File: config.mk
export PLATFORM = sky130hd
export DESIGN_NAME = dmem_router
export DESIGN_NICKNAME = d
export VERILOG_FILES = /design/src/rtl/dmem_router.sv
export SDC_FILE = /design/constraint.sdc
export NUM_CORES = 1
export LEC_CHECK = 0
export ABC_AREA = 1
export BUFFER_PORTS_ARGS = -buffer_cell sky130_fd_sc_hd__buf_2
export CORE_AREA = 4 4 158 160
export CTS_CLUSTER_SIZE = 10
export DETAILED_ROUTE_END_ITERATION = 6
export DIE_AREA = 0 0 162 164
export PLACE_DENSITY = 0.38
export SLEW_MARGIN = 10
export SYNTH_ARGS = -nofsm -noshare
export SYNTH_HDL_FRONTEND = slang
export SYNTH_SLANG_ARGS = --single-unit
export TNS_END_PERCENT = 20
File: constraint.sdc
create_clock -name clk_i -period 4 [get_ports clk_i]
set_input_delay 0.6 -clock clk_i [delete_from_list [all_inputs] [get_ports clk_i]]
set_output_delay 0.6 -clock clk_i [all_outputs]
set_load 0.05 [all_outputs]
File: src/rtl/dmem_router.sv
// ---------------------------------------------------------------------------
// dmem_router
//
// Routes the CPU data-memory port to NUM_PORTS slave ports. The slave is
// chosen by an address field. Accepted transactions are recorded in an
// in-order target FIFO. Each response is therefore steered from the slave
// that owns the oldest request, even after the master has moved on.
// Addresses that decode beyond NUM_PORTS go to an internal pseudo-target.
// That target answers one cycle after acceptance with data 0, so the
// master never hangs.
//
// Optional feature macro: DMEM_ROUTER_ERR_EN
//   When defined, mem_err_o pulses with every unmapped response.
//   err_addr_o holds the address of the first unmapped access seen since
//   reset.
//
// Ports
//   clk_i, rst_i        clock, synchronous active-high reset
//   mem_addr_i          master address
//   mem_data_i          master write data
//   mem_wr_i            master byte write enables
//   mem_rd_i            master read request
//   mem_burst_i         master burst hint
//   mem_data_o          read data returned to the master
//   mem_ack_o           response strobe to the master
//   mem_accept_o        request accepted this cycle
//   out_addr_o          per-slave address, slot k = bits [32k+31:32k]
//   out_data_o          per-slave write data, same packing
//   out_wr_o            per-slave byte enables, slot k = bits [4k+3:4k]
//   out_rd_o            per-slave read request
//   out_burst_o         per-slave burst hint
//   out_data_i          per-slave read data, same packing as out_data_o
//   out_ack_i           per-slave response strobe
//   out_accept_i        per-slave accept
//   mem_err_o           unmapped-response strobe (DMEM_ROUTER_ERR_EN only)
//   err_addr_o          first unmapped address (DMEM_ROUTER_ERR_EN only)
// ---------------------------------------------------------------------------
module dmem_router #(
    parameter int NUM_PORTS       = 3,
    parameter int ADDR_MUX_START  = 28,
    parameter int ADDR_MUX_BITS   = 2,
    parameter int MAX_OUTSTANDING = 4
) (
    input  logic                     clk_i,
    input  logic                     rst_i,
    input  logic [31:0]              mem_addr_i,
    input  logic [31:0]              mem_data_i,
    input  logic [3:0]               mem_wr_i,
    input  logic                     mem_rd_i,
    input  logic                     mem_burst_i,
    output logic [31:0]              mem_data_o,
    output logic                     mem_ack_o,
    output logic                     mem_accept_o,
    output logic [32*NUM_PORTS-1:0]  out_addr_o,
    output logic [32*NUM_PORTS-1:0]  out_data_o,
    output logic [4*NUM_PORTS-1:0]   out_wr_o,
    output logic [NUM_PORTS-1:0]     out_rd_o,
    output logic [NUM_PORTS-1:0]     out_burst_o,
    input  logic [32*NUM_PORTS-1:0]  out_data_i,
    input  logic [NUM_PORTS-1:0]     out_ack_i,
`ifdef DMEM_ROUTER_ERR_EN
    input  logic [NUM_PORTS-1:0]     out_accept_i,
    output logic                     mem_err_o,
    output logic [31:0]              err_addr_o
`else
    input  logic [NUM_PORTS-1:0]     out_accept_i
`endif
);

    localparam int PTR_W = $clog2(MAX_OUTSTANDING);
    localparam int CNT_W = PTR_W + 1;
    localparam logic [CNT_W-1:0] FULL_COUNT = CNT_W'(MAX_OUTSTANDING);

    logic [ADDR_MUX_BITS-1:0] sel;
    logic                     sel_unmapped;
    logic                     req;
    logic                     sel_accept;
    logic                     full_block;
    logic                     target_differs;
    logic                     unmapped_block;
    logic                     stall;
    logic                     fwd;
    logic                     accept;
    logic                     pop;
    logic                     empty;

    logic [ADDR_MUX_BITS-1:0] fifo_sel [MAX_OUTSTANDING];
    logic                     fifo_unmapped [MAX_OUTSTANDING];
    logic [PTR_W-1:0]         rd_ptr;
    logic [PTR_W-1:0]         wr_ptr;
    logic [CNT_W-1:0]         count;

    logic [ADDR_MUX_BITS-1:0] last_sel;
    logic                     last_unmapped;
    logic                     u_ack;

    logic [ADDR_MUX_BITS-1:0] head_sel;
    logic                     head_unmapped;
    logic                     head_slave_ack;
    logic [31:0]              head_slave_data;
    logic                     head_ack;

    assign sel          = mem_addr_i[ADDR_MUX_START +: ADDR_MUX_BITS];
    assign sel_unmapped = (int'(sel) >= NUM_PORTS);
    assign req          = mem_rd_i | (|mem_wr_i);
    assign empty        = (count == '0);

    assign head_sel      = fifo_sel[rd_ptr];
    assign head_unmapped = fifo_unmapped[rd_ptr];

    // Responses come from the owner of the oldest outstanding request.
    // Slave acks arriving with nothing outstanding are dropped. This covers
    // stray acks and acks left over from before a reset.
    always_comb begin
        head_slave_ack  = 1'b0;
        head_slave_data = '0;
        for (int k = 0; k < NUM_PORTS; k++) begin
            if (int'(head_sel) == k) begin
                head_slave_ack  = out_ack_i[k];
                head_slave_data = out_data_i[32*k +: 32];
            end
        end
    end

    assign head_ack   = head_unmapped ? u_ack : head_slave_ack;
    assign pop        = ~rst_i & ~empty & head_ack;
    assign mem_ack_o  = pop;
    assign mem_data_o = (rst_i | empty | head_unmapped) ? 32'h0 : head_slave_data;

    // A full FIFO may still accept when the head retires this same cycle.
    // That keeps one-per-cycle throughput to a busy slave.
    // Changing target (or going to the unmapped target) waits until the FIFO
    // is completely empty, so responses can never overtake each other.
    assign full_block     = (count == FULL_COUNT) & ~pop;
    assign target_differs = ~empty & (sel_unmapped | last_unmapped | (sel != last_sel));
    assign unmapped_block = ~empty & sel_unmapped;
    assign stall          = full_block | target_differs | unmapped_block;
    assign fwd            = req & ~stall & ~rst_i;
    assign accept         = fwd & (sel_unmapped | sel_accept);
    assign mem_accept_o   = accept;

    // The selected slot always sees address, data and burst. The read and
    // write strobes only reach a slave when the request may really issue.
    always_comb begin
        out_addr_o  = '0;
        out_data_o  = '0;
        out_wr_o    = '0;
        out_rd_o    = '0;
        out_burst_o = '0;
        sel_accept  = 1'b0;
        for (int k = 0; k < NUM_PORTS; k++) begin
            if (!sel_unmapped && int'(sel) == k) begin
                out_addr_o[32*k +: 32] = mem_addr_i;
                out_data_o[32*k +: 32] = mem_data_i;
                out_burst_o[k]         = mem_burst_i;
                sel_accept             = out_accept_i[k];
                if (fwd) begin
                    out_rd_o[k]        = mem_rd_i;
                    out_wr_o[4*k +: 4] = mem_wr_i;
                end
            end
        end
    end

    // FIFO bookkeeping. The newest target is kept in its own register so the
    // ordering check does not need to read the FIFO at wr_ptr-1.
    always_ff @(posedge clk_i) begin
        if (rst_i) begin
            rd_ptr        <= '0;
            wr_ptr        <= '0;
            count         <= '0;
            u_ack         <= 1'b0;
            last_sel      <= '0;
            last_unmapped <= 1'b0;
        end else begin
            u_ack <= accept & sel_unmapped;
            if (accept) begin
                wr_ptr        <= wr_ptr + 1'b1;
                last_sel      <= sel;
                last_unmapped <= sel_unmapped;
            end
            if (pop) begin
                rd_ptr <= rd_ptr + 1'b1;
            end
            case ({accept, pop})
                2'b10:   count <= count + 1'b1;
                2'b01:   count <= count - 1'b1;
                default: count <= count;
            endcase
        end
    end

    // FIFO storage needs no reset; the entries are only read while count > 0.
    always_ff @(posedge clk_i) begin
        if (accept) begin
            fifo_sel[wr_ptr]      <= sel;
            fifo_unmapped[wr_ptr] <= sel_unmapped;
        end
    end

`ifdef DMEM_ROUTER_ERR_EN
    logic        err_seen;
    logic [31:0] err_addr;

    // The first unmapped address is captured once and held until reset.
    always_ff @(posedge clk_i) begin
        if (rst_i) begin
            err_seen <= 1'b0;
            err_addr <= '0;
        end else if (accept && sel_unmapped && !err_seen) begin
            err_seen <= 1'b1;
            err_addr <= mem_addr_i;
        end
    end

    assign mem_err_o  = pop & head_unmapped;
    assign err_addr_o = rst_i ? 32'h0 : err_addr;
`endif

endmodule
# After elaboration in Yosys (flattened, before gate mapping)

Memories as Yosys holds them, arrays and structs flattened. A register that Yosys moved wholly into a read port is not among the register bits.
Index checks and enable logic that the tools add are counted.
Widths: inputs -> output; s select.

Output and inout port bits: 244
Input bits: 174
Word-level logic and storage cells: 86
Bits in writable memories: 12
Bits in registers: 11
Memories: 2

Memory list:

| memory        | depth | width | read ports | clocked after memory_dff | write ports | line | RTL |
|---|---|---|---|---|---|---|---|
| fifo_sel      | 4     | 2     | 1          | 1                        | 1           | 87   | `logic [ADDR_MUX_BITS-1:0] fifo_sel [MAX_OUTSTANDING];` |
| fifo_unmapped | 4     | 1     | 1          | 1                        | 1           | 88   | `logic fifo_unmapped [MAX_OUTSTANDING];` |

Bitwise logic cells: 21
Magnitude comparators: 1
Reduce and logical (&&, ||, !) cells: 9
$add $sub $neg: 4
Muxes and demuxes: 35
Equal/unequal tests: 8

Operators with widths:

| cell                | number |
|---|---|
| $mux 32             | 10 |
| $mux 1              | 16 |
| $mux 4              | 4 |
| $eq 2x2->1 const B  | 5 |
| $and 1x1->1         | 9 |
| $mux 2              | 4 |
| $or 1x1->1          | 8 |
| $pmux 3 s2          | 1 |
| $add 2x1->2 const B | 2 |
| $logic_not 2->1     | 2 |
| $not 1->1           | 4 |
| $reduce_or 4->1     | 1 |
| $add 3x1->3 const B | 1 |
| $eq 3x3->1 const B  | 1 |
| $logic_and 1x1->1   | 3 |
| $logic_not 3->1     | 1 |
| $sub 3x1->3 const B | 1 |
| $eq 2x1->1 const B  | 1 |
| $ge 2x2->1 const B  | 1 |
| $ne 2x2->1          | 1 |
| $reduce_bool 2->1   | 1 |
| $logic_not 1->1     | 1 |

# Depth between registers and ports, before layout

Gate-level depths: netlist of run 1.

Depth after elaboration: 16
Gate-level depth with buffers: 21
Mapped depth without buffers: 19

# Worst setup path before layout of run 1

No wires, ideal clock.

Path kind: input -> output
Start point: input port mem_addr_i[28]
End point: output port out_addr_o[51]
Buffers on the path: 2
Data arrival time: 2.593 ns
Setup slack: 0.807 ns
Cell stages on the path: 6
Data required time: 3.400 ns
Cell sequence: inv_1 -> nor2_1 -> inv_2 -> clkbuf_1 -> buf_1 -> nor2_1

Word-level cells in the longest chain between the ends: 4
Elaborated cells on any way between the ends: 5
Classes of those cells: order compare: 1; eq/ne: 1; mux: 1; reduce/logical: 2

Ends and longest elaborated chain:

| element             | line | RTL |
|---|---|---|
| start, declared     | 46   | `input logic [31:0] mem_addr_i,` |
| $ge 2x2->1          | 104  | `assign sel_unmapped = (int'(sel) >= NUM_PORTS);` |
| $logic_not 1->1     | 152  | `if (!sel_unmapped && int'(sel) == k) begin` |
| $logic_and 1x1->1 * | 152  |  |
| $mux 32 *           | 152  |  |
| end, declared       | 54   | `output logic [32*NUM_PORTS-1:0] out_addr_o,` |

Mark *: on every way between the ends. The rest lies on a longest branch, timed or not.

==> results.py, run 1 <==
metrics = {
    "status": {
        "status": "finished clean",
    },
    "synth": {
        "syn_avg_cell_area_um2": 5.27,
        "seq_area_frac_synth": 0.196,
        "yosys.cell_types.count": 36,
        "synthFlopType": "dfxtp_1",
        "synth-edff-count": 12,
        "netlist_area_um2": 3170,
        "synth_seq_cells": 25,
        "synth-warning-count": 0,
        "synth-async-reset-ratio": 0,
        "syn_inst": 602,
    },
    "sta": {
        "finalSetupViolations": 0,
        "fin_crit_sh": 0.829,
        "slew-limit-headroom": 0.546,
        "rsz0062_at_grt": "false",
        "finalSetupTns_ps": 0,
        "finalHoldViolCount": 0,
        "post-route-min-period_ps": 3310,
        "clock.fmax_ghz": 0.302,
        "tightest_slew_ps": 680,
        "finalMaxSlewViolations": 0,
        "finClkSkew_ps": 2.38,
    },
    "route": {
        "via_count": 5167,
        "wl_mm": 20.8,
        "viasPerCell": 3.95,
        "drc": 0,
        "drt_first_pass_iters": 6,
        "wl_per_cell_um": 15.9,
        "antenna_left": 0,
        "drtIter0Drc": 158,
    },
    "critical_path": {
        "r2r-end": "count[2]",
        "cp_max_fo": 37,
        "r2r_setup_slack_ps": 1120,
        "path_class": "reg2out",
        "reg2reg_depth": 17,
        "cp.arrival_ps": 2710,
        "end_kind": "output pin",
        "worstPathRequired_ps": 3400,
        "crit_path_start_kind": "register",
    },
    "clocking": {
        "cts_made_buffers": 3,
        "clock-sinks": 25,
        "cts_setup_buffers": 0,
        "clk_pin_slew_ps": 70,
        "cts_tree": "yes",
        "max-clock-path-buffers": 2,
        "cts_root_buffer": "clkbuf_16",
        "cts_resized": 0,
        "htree_levels": 1,
        "cts_hold_buf": 0,
        "clk_latency_ps": 260,
    },
    "global_route": {
        "gr-total-overflow": 0,
        "grtUsageTotal": 0.139,
        "grt_pass1_vias": 5011,
        "grt_max_degree": 53,
        "antenna_found_initial": 6,
        "grt_pass1_wl_mm": 29.0,
    },
    "power": {
        "total_power_mw": 1.48,
        "p_per_area_nw_per_um2": 264,
        "vdd_drop_max_mv": 0.180,
        "p_leak_nw": 3.56,
    },
    "worst_hold_path": {
        "hp-class": "reg2reg",
        "worstHoldStart": "last_unmapped",
        "whs_endpoint": "last_unmapped",
        "hold_depth": 2,
    },
    "placement": {
        "io_buffer_count": 413,
        "hpwl_mm": 17.8,
        "globalplace.congestion": 0.869,
    },
    "finish": {
        "areaGrowthSynthToFinish_pct": 77.4,
        "final_nets": 1170,
        "drive_above_1_share": 0.456,
    },
    "floorplan": {
        "rows": 56,
        "ios": 418,
        "start_util": 0.136,
        "die_w_um": 162,
        "core_um2": 23400,
        "dieArea_um2": 26600,
        "die_h_um": 164,
    },
    "job": {
        "drv_cap": 0,
    },
}
[logic make-up after synthesis]
family	share of synthesized area
and+or+nand+nor	0.425
buffers and inverters	0.179
AOI/OAI and AO/OA	0.170
DFF	0.196
adders and majority gates	0.0260
xor gates and xnor gates	0.00276
other	0.00118
[worst max path at each step]
stage | startpoint | end | slack, ps | cells past startpoint
final | register | mem_data_o[0] | 690 | 9
after global routing | register | mem_data_o[14] | 410 | 10
after CTS | register | mem_data_o[0] | 710 | 9
after detailed placement | mem_wr_i[0] | count[2] | 840 | 12
after global placement | mem_wr_i[0] | count[2] | 870 | 12
after floorplan | mem_addr_i[28] | out_addr_o[51] | 810 | 6
[power breakdown]
part	switching (mW)	internal [mW]	total [mW]
sequential	0.0120	0.286	0.298
clock	0.0907	0.136	0.226
combinational	0.728	0.233	0.961
total	0.830	0.655	1.48
[per-stage QoR]
stage / std cells / cell area [um^2] / hold WS [ps] / setup slack, ps / utilization
floorplan: 605 / 3180 / 447 / 807 / -
global placement: 1304 / 5540 / 476 / 868 / 0.237
detailed placement: 1304 / 5540 / 475 / 841 / 0.237
CTS: 1308 / 5630 / 489 / 714 / 0.240
global route: 1309 / 5630 / 528 / 411 / 0.241
finish: 1309 / 5630 / 484 / 685 / 0.241
[worst max-delay path, stage by stage, from the launching register on]
cell and delay, ps:
dfxtp_1 510, nand2_1 130, nand3_2 110, nand2_4 210, inv_2 120, nor2_1 40, inv_1 510, o21ai_0 200
a21oi_1 280, buf_2 320
[sequential cells by signal, indices dropped and copies added (netlist names), named ones only]
| signal | cells |
|---|---|
| fifo_sel | 8 |
| fifo_unmapped | 4 |
| count | 3 |
| last_sel | 2 |
| rd_ptr | 2 |
| wr_ptr | 2 |
| last_unmapped | 1 |
| u_ack | 1 |
[metal layers]
layer,wire length (um),vias up,share of wire,track usage
met1,7080,2267,0.34,0.135
li1,-,2604,-,-
met5,59,-,0.0028,0
met4,441,8,0.021,0.0258
met3,2040,28,0.098,0.0492
met2,11200,260,0.54,0.284
[cell type report]
type	instances	area (um^2)
clock inverter	1	7.51
inverter	102	385
sequential	25	621
timing repair buffer	420	2140
clock buffer	3	75.1
multi-input combinational	438	1990
antenna	1	2.50
fill	2793	17800
tap	319	399
[cells in the final DEF, fill, tap and decap left out, drive strengths merged, types with 2 or more instances in the layout]
master / count
nand3: 13
edfxtp: 12
conb: 4
nor2: 221
dfxtp: 13
a21oi: 40
o22ai: 8
buf: 420
inv: 102
clkbuf: 3
nor3: 11
nand4: 4
or2: 2
o21ai: 54
ha: 5
nand2: 69
[cells in the mapped netlist, types with 2 or more instances]
cell type  instances  area share
nor2_1           218        0.26
inv_1             94        0.11
nand2_1           60       0.071
o21ai_0           54       0.085
a21oi_1           39       0.062
clkbuf_1          28       0.033
dfxtp_1           13       0.082
edfxtp_1          12        0.11
nand3_1           10       0.016
nor3_1            10       0.016
o22ai_1            8       0.016
inv_2              7      0.0083
ha_1               5       0.020
nand2_2            5      0.0099
buf_4              4      0.0095
nand2_4            4       0.014
nand4_1            4      0.0079
buf_1              3      0.0035
buf_2              3      0.0047
nor2_2             3      0.0059
buf_6              2      0.0071
nand3_2            2      0.0063
Note: power is estimated with default switching activity, not from simulation.
==> run 2: changes to the inputs <==
- CORE_AREA: 4 4 158 160 -> 4 4 159 161
- DIE_AREA: 0 0 162 164 -> 0 0 163 165
- PLACE_DENSITY: 0.38 -> 0.39
- clock period: 4 -> 2.89 ns (I/O delays scaled with it)
==> results.py, run 2 (same netlist as run 1, synthesis figures left out) <==
metrics = {
    "critical_path": {
        "path_cells": "inv_4 > nand2_1 > nand3_2 > nand2_8 > nand3_1 > nand2_1 > inv_1 > nand2_2 > nand2_4 > nand2_4 > and2_2 > nand2_1 > nor2_1 > clkbuf_4",
        "r2r-end": "count[2]",
        "crit_top_cell": "nand2_1",
        "cp_max_fo": 20,
        "end_kind": "output pin",
        "reg2reg_depth": 17,
        "path_class": "reg2out",
        "crit_path_start_kind": "register",
        "crit_family": "simple AND/OR/NAND/NOR gates",
        "r2r_setup_slack_ps": 340,
        "slowest_delay_ps": 410,
        "worstPathRequired_ps": 2460,
        "cp.arrival_ps": 2270,
        "critPathBufInv": 3,
        "slowest_stage": "dfxtp_2",
    },
    "clocking": {
        "cts_made_buffers": 3,
        "cts_setup_buffers": 0,
        "clk_latency_ps": 260,
        "clock-sinks": 25,
        "max-clock-path-buffers": 2,
        "cts_root_buffer": "clkbuf_16",
        "htree_levels": 1,
        "cts_tree": "yes",
        "clk_pin_slew_ps": 70,
    },
    "sta": {
        "finalSetupViolations": 0,
        "rsz0062_at_grt": "true",
        "finClkSkew_ps": 4.01,
        "post-route-min-period_ps": 2710,
        "finalHoldViolCount": 0,
        "slew-limit-headroom": 0.502,
        "tightest_slew_ps": 747,
        "clock.fmax_ghz": 0.370,
        "fin_crit_sh": 0.936,
        "holdWs_ps": 440,
        "finalMaxSlewViolations": 0,
    },
    "finish": {
        "drive_above_1_share": 0.465,
        "final_nets": 1184,
        "utilization": 0.243,
        "areaGrowthSynthToFinish_pct": 83.7,
        "largest_reg_flops": 8,
        "fillers": 2823,
        "reg.largest.list": "fifo_sel (8), fifo_unmapped (4), count (3)",
        "final_cell_mix": "398 x buf_2, 218 x nor2_1, 94 x inv_1",
        "final_common_cell": "buf_2",
        "regMostFlops": "fifo_sel",
    },
    "route": {
        "dr_wl_met2_mm": 10.6,
        "wl_met1_mm": 7.11,
        "routed.top_layer": "met5",
        "via_count": 5222,
        "wl_per_cell_um": 15.4,
        "antenna_left": 0,
        "wl_mm": 20.4,
        "dr_wl_met3_mm": 2.08,
        "drtIter0Drc": 340,
        "drt_first_pass_iters": 4,
        "drc": 0,
        "viasPerCell": 3.93,
    },
    "floorplan": {
        "core_um2": 24000,
        "die_w_um": 163,
        "dieArea_um2": 26900,
        "start_util": 0.132,
        "die_h_um": 165,
        "ios": 418,
        "rows": 57,
    },
    "global_route": {
        "grt_pass1_wl_mm": 28.8,
        "gr-total-overflow": 0,
        "grt_max_degree": 69,
        "antenna_found_initial": 5,
        "grt_pass1_vias": 5150,
        "grtUsageTotal": 0.136,
    },
    "worst_hold_path": {
        "hold_depth": 2,
        "hp-class": "in2reg",
        "whs_endpoint": "count[1]",
        "worstHoldStart": "rst_i",
    },
    "status": {
        "status": "finished clean",
    },
    "power": {
        "p_leak_nw": 3.63,
        "p_per_area_nw_per_um2": 360,
        "vdd_drop_max_mv": 0.164,
    },
    "placement": {
        "globalplace.congestion": 0.784,
        "hpwl_mm": 17.5,
        "io_buffer_count": 413,
    },
    "job": {
        "drv_cap": 0,
    },
}
==> run 2: changes by cell type in the layout (fill, tap and decap cells not counted) <==
cell / delta
buf_12: +3
buf_2: -15
buf_4: +19
clkbuf_4: +7
dfxtp_1: -1
dfxtp_2: +1
diode_2: +1
nand2_4: -1
nand2_8: +1
==> run 2: repair_timing <==
item	in CTS	in global routing
hold buffers	0	0
hold endpoints to repair	0	0
setup endpoints to repair	0	18
gates resized for setup	0	21
==> run 2: metrics by stage <==
stage / std cells / setup WS, ps / area [um^2] / total power [mW] / TNS, ps
3_3_place_gp: 1323 / 367 / 5700 / 1.80 / 0
2_1_floorplan: 605 / 29.9 / 3180 / 1.36 / 0
6_report: 1329 / 184 / 5830 / 2.10 / 0
5_1_grt: 1329 / -2.66 / 5830 / 2.23 / -2.66
4_1_cts: 1327 / 24.0 / 5780 / 2.11 / 0
3_5_place_dp: 1323 / 278 / 5700 / 1.79 / 0
==> run 2: worst max path at each step <==
stage | startpoint | to | slack (ps) | cells after the start
after floorplan | mem_addr_i[28] | out_addr_o[51] | 30 | 6
after global placement | register | out_wr_o[6] | 370 | 14
after detailed placement | register | count[2] | 280 | 17
after CTS | register | out_wr_o[0] | 20 | 14
after global routing | register | out_wr_o[9] | -3 | 14
final | register | out_wr_o[6] | 180 | 14
==> run 2: area by class of cell <==
| type | instances | area [um^2] | share of cell area |
|---|---|---|---|
| timing repair buffer | 434 | 2320 | 0.399 |
| inverter | 102 | 385 | 0.0661 |
| clock buffer | 3 | 75.1 | 0.0129 |
| clock inverter | 1 | 7.51 | 0.00129 |
| antenna | 2 | 5.00 | 0.000859 |
| tap | 324 | 405 | 0.0696 |
| sequential | 25 | 622 | 0.107 |
| multi-input combinational | 438 | 2000 | 0.344 |
==> run 2: per-layer routing <==
metal | global-route usage | vias to the layer above
met5 | 0 | -
met4 | 0.0419 | 6
met3 | 0.0394 | 32
met2 | 0.266 | 301
met1 | 0.139 | 2247
li1 | - | 2636
==> run 2: power breakdown <==
| group | switching (mW) | internal (mW) |
|---|---|---|
| clock | 0.125 | 0.188 |
| sequential | 0.0162 | 0.396 |
| combinational | 1.01 | 0.359 |
| total | 1.16 | 0.943 |
==> run 2: worst reg2reg max path, delay by kind of cell, from the launching register on <==
| family | cells | cell delay, ps |
|---|---|---|
| simple gates | 8 | 730 |
| fa+ha+maj | 2 | 550 |
| compound gates | 4 | 460 |
| flops | 1 | 410 |
| buf+inv | 3 | 280 |
